===== src/rtl/alpha_trim_mean_if.sv =====
// Window/result bus between the sort stage and the alpha-trimmed mean stage.
// The sorter side drives window + rank order; the mean stage returns the pixel.
interface alpha_trim_mean_if #(
  parameter int unsigned DN     = 25,
  parameter int unsigned DW     = 8,
  parameter int unsigned DW_SEQ = $clog2(DN)
) ();

  logic                 start;
  logic [DW*DN-1:0]     data_in;
  logic [DW_SEQ*DN-1:0] seq_in;
  logic [DW-1:0]        mean_out;
  logic                 mean_valid;
  logic                 busy;

  modport master (
    output start, data_in, seq_in,
    input  mean_out, mean_valid, busy
  );

  modport slave (
    input  start, data_in, seq_in,
    output mean_out, mean_valid, busy
  );

endinterface


===== src/rtl/alpha_trim_mean.sv =====
// Alpha-trimmed mean: sums the middle NK ranks of a latched window one per cycle,
// then divides by NK (round-half-up) with a bit-serial restoring divider.
module alpha_trim_mean #(
  parameter int unsigned DN     = 25,
  parameter int unsigned DW     = 8,
  parameter int unsigned DW_SEQ = $clog2(DN),
  parameter int unsigned TRIM   = 6
) (
  input  logic             clk,
  input  logic             rst_n,
  alpha_trim_mean_if.slave bus
);

  localparam int unsigned NK     = DN - 2 * TRIM;
  localparam int unsigned SUM_W  = DW + $clog2(NK) + 1;
  localparam int unsigned CW     = $clog2(SUM_W);
  localparam int unsigned LAST_K = DN - TRIM - 1;

  if (2 * TRIM >= DN) begin : g_trim_chk
    $error("alpha_trim_mean: 2*TRIM must be smaller than DN");
  end

  typedef enum logic [1:0] {S_IDLE, S_ACC, S_DIV, S_DONE} state_e;

  state_e              state_q, state_d;
  logic [DW-1:0]       data_q [DN];
  logic [DW_SEQ-1:0]   seq_q  [DN];
  logic [DW_SEQ-1:0]   k_q;
  logic [SUM_W-1:0]    acc_q, acc_d;
  logic [SUM_W-1:0]    dq_q, dq_d;
  logic [SUM_W-1:0]    rem_q, rem_d;
  logic [CW-1:0]       cnt_q;
  logic [DW-1:0]       mean_out_q;
  logic                mean_valid_q;
  logic                busy_q;

  logic                load_c, acc_en_c, acc_last_c, div_en_c, div_last_c, done_c;
  logic [DW_SEQ-1:0]   idx_c;
  logic [DW-1:0]       sel_c;
  logic [SUM_W:0]      shift_c;
  logic                fits_c;

  assign acc_last_c = (k_q == DW_SEQ'(LAST_K));
  assign div_last_c = (cnt_q == CW'(SUM_W - 1));

  // State register
  always_ff @(posedge clk or negedge rst_n) begin
    if (!rst_n) state_q <= S_IDLE;
    else        state_q <= state_d;
  end

  // Next-state logic
  always_comb begin
    state_d = state_q;
    unique case (state_q)
      S_IDLE: if (bus.start) state_d = S_ACC;
      S_ACC:  if (acc_last_c) state_d = S_DIV;
      S_DIV:  if (div_last_c) state_d = S_DONE;
      S_DONE: state_d = S_IDLE;
      default: state_d = S_IDLE;
    endcase
  end

  // Control strobes decoded from the current state
  always_comb begin
    load_c   = 1'b0;
    acc_en_c = 1'b0;
    div_en_c = 1'b0;
    done_c   = 1'b0;
    unique case (state_q)
      S_IDLE: load_c   = bus.start;
      S_ACC:  acc_en_c = 1'b1;
      S_DIV:  div_en_c = 1'b1;
      S_DONE: done_c   = 1'b1;
      default: ;
    endcase
  end

  // Rank-k sample select; an out-of-range index matches no sample and yields 0
  always_comb begin
    idx_c = seq_q[k_q];
    sel_c = '0;
    for (int unsigned i = 0; i < DN; i++) begin
      if (idx_c == DW_SEQ'(i)) sel_c = data_q[i];
    end
  end

  // One restoring-divide step: dividend shifts out MSB-first, quotient shifts in
  always_comb begin
    acc_d   = acc_q + SUM_W'(sel_c);
    shift_c = {rem_q, dq_q[SUM_W-1]};
    fits_c  = (shift_c >= (SUM_W+1)'(NK));
    rem_d   = fits_c ? SUM_W'(shift_c - (SUM_W+1)'(NK)) : SUM_W'(shift_c);
    dq_d    = {dq_q[SUM_W-2:0], fits_c};
  end

  always_ff @(posedge clk or negedge rst_n) begin
    if (!rst_n) begin
      for (int unsigned i = 0; i < DN; i++) begin
        data_q[i] <= '0;
        seq_q[i]  <= '0;
      end
      k_q          <= '0;
      acc_q        <= '0;
      dq_q         <= '0;
      rem_q        <= '0;
      cnt_q        <= '0;
      mean_out_q   <= '0;
      mean_valid_q <= 1'b0;
      busy_q       <= 1'b0;
    end else begin
      if (load_c) begin
        for (int unsigned i = 0; i < DN; i++) begin
          data_q[i] <= bus.data_in[i*DW +: DW];
          seq_q[i]  <= bus.seq_in[i*DW_SEQ +: DW_SEQ];
        end
        k_q   <= DW_SEQ'(TRIM);
        acc_q <= '0;
      end
      if (acc_en_c) begin
        acc_q <= acc_d;
        k_q   <= k_q + DW_SEQ'(1);
        if (acc_last_c) begin
          dq_q  <= acc_d + SUM_W'(NK / 2);
          rem_q <= '0;
          cnt_q <= '0;
        end
      end
      if (div_en_c) begin
        dq_q  <= dq_d;
        rem_q <= rem_d;
        cnt_q <= cnt_q + CW'(1);
      end
      if (done_c) mean_out_q <= dq_q[DW-1:0];
      mean_valid_q <= done_c;
      busy_q       <= (state_d != S_IDLE);
    end
  end

  assign bus.mean_out   = mean_out_q;
  assign bus.mean_valid = mean_valid_q;
  assign bus.busy       = busy_q;

endmodule


===== src/flat_wrapper.sv =====
// flat-port wrapper written by rule: the top's interface ports become plain ports
module alpha_trim_mean_flat 
#(
  parameter int unsigned DN     = 25,
  parameter int unsigned DW     = 8,
  parameter int unsigned DW_SEQ = $clog2(DN),
  parameter int unsigned TRIM   = 6
)
  (clk, rst_n, bus_start, bus_data_in, bus_seq_in, bus_mean_out, bus_mean_valid, bus_busy);
  alpha_trim_mean_if #(.DN(DN), .DW(DW), .DW_SEQ(DW_SEQ)) bus_i ();
  input  logic clk;
  input  logic rst_n;
  input wire logic [$bits(bus_i.start)-1:0] bus_start;
  input wire logic [$bits(bus_i.data_in)-1:0] bus_data_in;
  input wire logic [$bits(bus_i.seq_in)-1:0] bus_seq_in;
  output wire logic [$bits(bus_i.mean_out)-1:0] bus_mean_out;
  output wire logic [$bits(bus_i.mean_valid)-1:0] bus_mean_valid;
  output wire logic [$bits(bus_i.busy)-1:0] bus_busy;
  assign bus_i.start = bus_start;
  assign bus_i.data_in = bus_data_in;
  assign bus_i.seq_in = bus_seq_in;
  assign bus_mean_out = bus_i.mean_out;
  assign bus_mean_valid = bus_i.mean_valid;
  assign bus_busy = bus_i.busy;
  alpha_trim_mean #(.DN(DN), .DW(DW), .DW_SEQ(DW_SEQ), .TRIM(TRIM)) u_core (.clk(clk), .rst_n(rst_n), .bus(bus_i));
endmodule

===== config.mk =====
export PLATFORM = sky130hd
export DESIGN_NAME = alpha_trim_mean_flat
export DESIGN_NICKNAME = d
export VERILOG_FILES = /design/src/rtl/alpha_trim_mean_if.sv /design/src/rtl/alpha_trim_mean.sv /design/src/flat_wrapper.sv
export SDC_FILE = /design/constraint.sdc
export NUM_CORES = 1
export LEC_CHECK = 0
export ABC_CLOCK_PERIOD_IN_PS = 6100
export CAP_MARGIN = 20
export CORE_MARGIN = 2
export CORE_UTILIZATION = 44
export DETAILED_ROUTE_END_ITERATION = 8
export PLACE_DENSITY_LB_ADDON = 0.15
export SETUP_SLACK_MARGIN = 0.02
export SLEW_MARGIN = 20
export SYNTH_ARGS = -nofsm -noshare
export SYNTH_HDL_FRONTEND = slang
export SYNTH_SLANG_ARGS = --single-unit

===== constraint.sdc =====
create_clock -name clk -period 6.1 [get_ports clk]
set_clock_uncertainty 0.15 [all_clocks]
set_input_delay 1.525 -clock clk [delete_from_list [all_inputs] [get_ports clk]]
set_output_delay 1.525 -clock clk [all_outputs]
set_load 0.01 [all_outputs]

* Word level (Yosys, flattened, before mapping) *
Index checks and enable logic that the tools add are counted.

word-level totals
  memories = 0
  bits of input ports = 328
  output and inout port bits = 10
  register bits after elaboration = 385
  bits in read-only memories = 0
  word-level logic and storage cells = 153
  latch bits = 0
  memory bits (writable) = 0

operators by class
  equality and inequality tests = 29
  $mul = 0
  shifts and indexed selects = 0
  reductions and logical operators = 7
  add/subtract/negate cells = 5
  bitwise gates (word level) = 1
  div/mod/pow operators = 0
  mux-type cells = 50
  order comparisons = 2

operator list
  cell                   number
  $mux 8                 25
  $mux 13                9
  $eq 5x5->1 const B     10
  $eq 5x4->1 const B     8
  $bmux 5 s5             1
  $eq 5x3->1 const B     4
  $mux 5                 4
  $ge 14x4->1 const B    1
  $add 13x3->13 const B  1
  $add 13x8->13          1
  $sub 13x4->13 const B  1
  $mux 4                 3
  $eq 5x2->1 const B     2
  $pmux 2 s4             1
  $reduce_bool 2->1      4
  $ge 6x6->1 const B     1
  $mux 2                 3
  $not 5->6              1
  $add 5x1->5 const B    1
  $eq 5x1->1 const B     1
  $logic_not 5->1        1
  $add 4x1->4 const B    1
  $eq 2x2->1 const B     2
  $eq 4x4->1 const B     1
  other kinds (4)        7

* Longest topological paths before layout *
  word-level depth = 35
  depth in mapped cells = 27
  depth with buffers taken out = 22

* Least setup slack after synthesis *
OpenSTA, ideal clock, no wires.

  path type = register -> register
  from = reg u_core.k_q[0]
  to = reg u_core.dq_q[12]
  library setup time = 0.126 ns
  buffers on the path = 5
  period minus slack after synthesis = 5.846 ns
  stages on the path, launching flop included = 27
  data arrival time = 5.570 ns
  slack = 0.254 ns
  required time = 5.824 ns
  path through = dfrtp_1 -> buf_6 -> buf_6 -> buf_6 -> mux4_2 -> a22oi_1 -> nand3_1 -> and2_1 -> buf_4 -> buf_4 -> nand4_1 -> nand2_1 -> a221o_1 -> nor3_1 -> a211oi_2 -> ha_1 -> fa_1 -> a21o_1 -> a21oi_1 -> o21ai_0 -> a21oi_1 -> o21ai_0 -> xor2_1 -> nand4_1 -> nor4b_1 -> xor2_1 -> a221o_1

between the ends
  longest elaborated chain between the ends = 35
  elaborated cells between the ends (all ways) = 62
  classes of those cells = add/sub: 2; eq/ne: 25; mux: 31; bitwise: 1; reduce/logical: 3

RTL lines
  element                                    RTL line                text
  start: declaration                         alpha_trim_mean.sv:28   logic [DW_SEQ-1:0] k_q;
  start signal: assignment                   alpha_trim_mean.sv:117  k_q <= DW_SEQ'(TRIM);
  start signal: assignment                   alpha_trim_mean.sv:122  k_q <= k_q + DW_SEQ'(1);
  $not 5->6 (implied by the code)            alpha_trim_mean.sv:81   idx_c = seq_q[k_q];
  $bmux 5 s5                                 alpha_trim_mean.sv:81
  $mux 5 (implied by the code) (2 in a row)  alpha_trim_mean.sv:81
  $logic_not 5->1                            alpha_trim_mean.sv:84   if (idx_c == DW_SEQ'(i)) sel_c = data_q[i];
  $mux 8 (25 in a row)                       alpha_trim_mean.sv:84
  $add 13x8->13                              alpha_trim_mean.sv:90   acc_d = acc_q + SUM_W'(sel_c);
  $add 13x3->13                              alpha_trim_mean.sv:124  dq_q <= acc_d + SUM_W'(NK / 2);
  $mux 13                                    alpha_trim_mean.sv:123  if (acc_last_c) begin
  $mux 13                                    alpha_trim_mean.sv:120  if (acc_en_c) begin
  $mux 13                                    alpha_trim_mean.sv:129  if (div_en_c) begin
  end signal: assignment                     alpha_trim_mean.sv:124
  end signal: assignment                     alpha_trim_mean.sv:130  dq_q <= dq_d;
  end: declaration                           alpha_trim_mean.sv:30   logic [SUM_W-1:0] dq_q, dq_d;

Parallel ways exist; a longest one is shown, timed or not. The select of a mux whose other input is x is not followed.
A chain may end at the register's enable or synchronous reset.

* Worst setup path after layout *
  from = reg u_core.k_q[1]
  to = reg u_core.dq_q[11]

Same word-level chain as after synthesis.

==> impl_metrics.yaml <==
status:
  status: "completed"
placed_design:
  dp_hpwl_um: 43500
  gp_congestion: 0.921
  numPortBuffers: 337
  dpl_cell_area_sq_um: 23200
synth:
  ys_warn_count: 0
  synth_xor_area_share_pct: 1.60
  synth_fp_nets: 2505
  synthesis.area_sq_um: 18600
  synth_edf_count: 0
  netlist_instances: 2155
  yosys.area.top_type: "dfrtp_1"
  synth.top_cell.area_share_pct: 51.8
  synth_top_family_by_area: "simple AND/OR/NAND/NOR gates"
  synth_compound_area_share_pct: 9.67
  yosys.area_share.adder_pct: 1.52
  synthMuxAreaShare_pct: 5.37
  seq_area_frac_synth_pct: 51.8
  ys_types: 75
  synth_area_leaders: "dfrtp_1, nand2_1, mux4_2, o21ai_0, clkbuf_1"
  synth-async-reset-ratio_pct: 100
  avgSynthCellArea_sq_um: 8.62
  synthSimpleGateAreaFrac_pct: 26.4
  ys_dominant_reg_cell: "dfrtp_1"
  ys_seq_elements: 385
worst_setup_path:
  startpoint_type: "flop"
  critical_path_class: "flop to flop"
  critical_path_arrival_ns: 6.28
  reg2reg_depth: 23
  cp.required_ns: 6.40
  worst_setup_path_end_kind: "flop"
  crit_fanout: 6
global_routing:
  grt_pass1_vias: 16900
  grt_max_degree: 150
  grt_pass1_wl_um: 93000
  antenna_found_initial: 2
  gr-usage-all-layers_pct: 27.2
  grt_overflow_total: 0
route:
  antenna_left: 0
  drcViolationCount: 0
  avgRoutedWirePerCell_um: 19.1
  vias_per_cell: 5.30
  routed_wl_um: 59600
  vias: 16500
  drt_iter0_markers: 1477
  first_pass_iters: 5
die:
  die_h_um: 210
  initial_core_util_pct: 44.4
  die_area_sq_um: 43900
  rows: 75
  core_area_sq_um: 41900
  io-pin-count: 338
  fp.dieW_um: 210
clock_network:
  cts_buffers: 42
  clock_latency_ns: 0.57
  clock-root-buffer: "clkbuf_16"
  cts_tree: "yes"
  cts_hold_buf: 0
  htreeDepth: 2
  cts_num_sinks: 385
  cts.clk_slew.worst_paths_ns: 0.06
  cts_buffer_depth: 3
worst_hold_path:
  min_path_type: "flop to flop"
  worstHoldPathCells: 2
finish:
  register_area_sq_um: 9640
  mostFrequentLayoutCells: "nand2_1, dfrtp_1, clkdlybuf4s50_1, buf_4, o21ai_0"
  n_fill_cell: 3699
  final_common_cell: "nand2_1"
  layout-drive-gt1-share_pct: 12.2
  antennaDiodeCount: 0
  nets: 2901
  areaGrowthSynthToFinish_pct: 34.6
  final_cell_area_sq_um: 25000
  multi_input_area_sq_um: 8570
sta:
  whs_ns: 0.323
  min_period_ns: 5.98
  min_period_over_period_pct: 98.0
  fin_setup_tns_ns: 0
  fmax_mhz: 167
  setup_viol: 0
  maxSlewHeadroom_pct: 36.0
  worst_slew_pin_slew_ns: 0.960
  drv_slew: 0
  final_hold_viol_count: 0
power:
  comb_power_share_pct: 62.2
  peakVddDrop_v: 0.00108
  switching_share_pct: 44.5
  seq_power_share_pct: 24.1
  internal-power_uw: 10400
  leakage_uw: 0.0121
  p_sw_uw: 8340
  clockPowerShare_pct: 13.7
  p_per_area_nw_per_um2: 749
flow_run:
  maxCapViolations: 0
## flip-flops by register name, summed over array words and instances (netlist names)
| name | cells |
|---|---|
| u_core.bus.mean_out | 8 |
| u_core.seq_q | 125 |
| u_core.data_q | 200 |
| u_core.bus.busy | 1 |
| u_core.k_q | 5 |
| u_core.dq_q | 13 |
| u_core.rem_q | 13 |
| u_core.state_q | 2 |
| u_core.bus.mean_valid | 1 |
| u_core.acc_q | 13 |
| u_core.cnt_q | 4 |
## timing repair
item / CTS / global route
cloned: 0 / 1
pin swaps: 6 / 24
setup endpoints to repair: 6 / 7
gates resized for setup: 19 / 40
buffers inserted: 7 / 14
## critical path, cell delays in order (launching register included)
cell and delay, ns:
dfrtp_4 0.51, buf_6 0.15, buf_4 0.15, mux4_2 0.33, a22o_1 0.26, or4_4 0.57
and2_4 0.24, nor3_4 0.19, buf_4 0.19, o221ai_2 0.08, a31oi_1 0.14, o21ai_1 0.11
a221o_1 0.44, a32oi_2 0.30, ha_1 0.33, a21oi_1 0.21, o21ai_2 0.11, a211oi_2 0.26
nor3b_2 0.10, xnor2_2 0.34, buf_4 0.19, nor4_4 0.04, xor2_1 0.16, a221o_1 0.30
## path summary, 6_finish.rpt
kind                            slack (ns)            endpoint                from
worst max-delay path                  0.12     u_core.dq_q[11]       u_core.k_q[1]
worst min register to register        0.32  u_core.data_q[164]  u_core.data_q[164]
max in group asynchronous             3.71  u_core.data_q[157]               rst_n
worst max register to register        0.12     u_core.dq_q[11]       u_core.k_q[1]
min in group asynchronous             0.82   u_core.seq_q[122]               rst_n
worst min-delay path                  0.32  u_core.data_q[164]  u_core.data_q[164]
## cell families after synthesis
family | count (synthesis)
buffers and inverters | 152
AO/OA/AOI/OAI | 268
XOR/XNOR | 34
adder cells (fa/ha/maj) | 22
multiplexers | 65
flip-flops | 385
AND/OR/NAND/NOR | 1229
## Yosys cell counts (all sizes together), types with 10 or more instances
| library cell | n |
|---|---|
| a211oi | 10 |
| a21oi | 45 |
| a22oi | 15 |
| a31oi | 14 |
| and3 | 12 |
| buf | 34 |
| clkbuf | 92 |
| dfrtp | 385 |
| ha | 21 |
| inv | 24 |
| mux2 | 17 |
| mux2i | 22 |
| mux4 | 26 |
| nand2 | 1072 |
| nand3 | 31 |
| nor2 | 50 |
| nor3 | 19 |
| nor4 | 11 |
| o21ai | 74 |
| o22ai | 24 |
| xnor2 | 19 |
| xor2 | 15 |
## power groups by stage
stage	logic (uW)	registers [uW]	clock network (uW)
after floorplan	6490	4150	0
after global placement	10600	4540	0
after detailed placement	10700	4520	0
after CTS	11000	4490	2620
after global routing	12700	4620	2720
final	11700	4510	2580
## area by class of cell
cell class / count / area share, %
flip-flops and latches: 385 / 38.5
multi-input cells: 1619 / 34.2
repair buffers: 477 / 18.6
well taps: 539 / 2.70
clock inverters: 16 / 0.690
clock buffers: 59 / 4.82
inverters: 26 / 0.390
## per-stage QoR
stage               total power [uW]  setup WS [ns]  cells  utilization [%]
floorplan                      10600          0.254   2155                -
global placement               15100         -0.105   3024             55.4
detailed placement             15200         -0.356   3024             55.4
CTS                            18100         0.0301   3106             59.1
global route                   20000        -0.0355   3121             59.8
finish                         18700          0.122   3121             59.8
## layer usage
layer | up-vias | track usage (%) | share of wire [%]
met1 | 7985 | 38.5 | 45
li1 | 7910 | - | -
met5 | - | 0 | 0.040
met4 | 4 | 8.98 | 2.9
met2 | 538 | 42.7 | 46
met3 | 94 | 4.76 | 6.5
No activity file was read; power rests on OpenSTA's default activity.
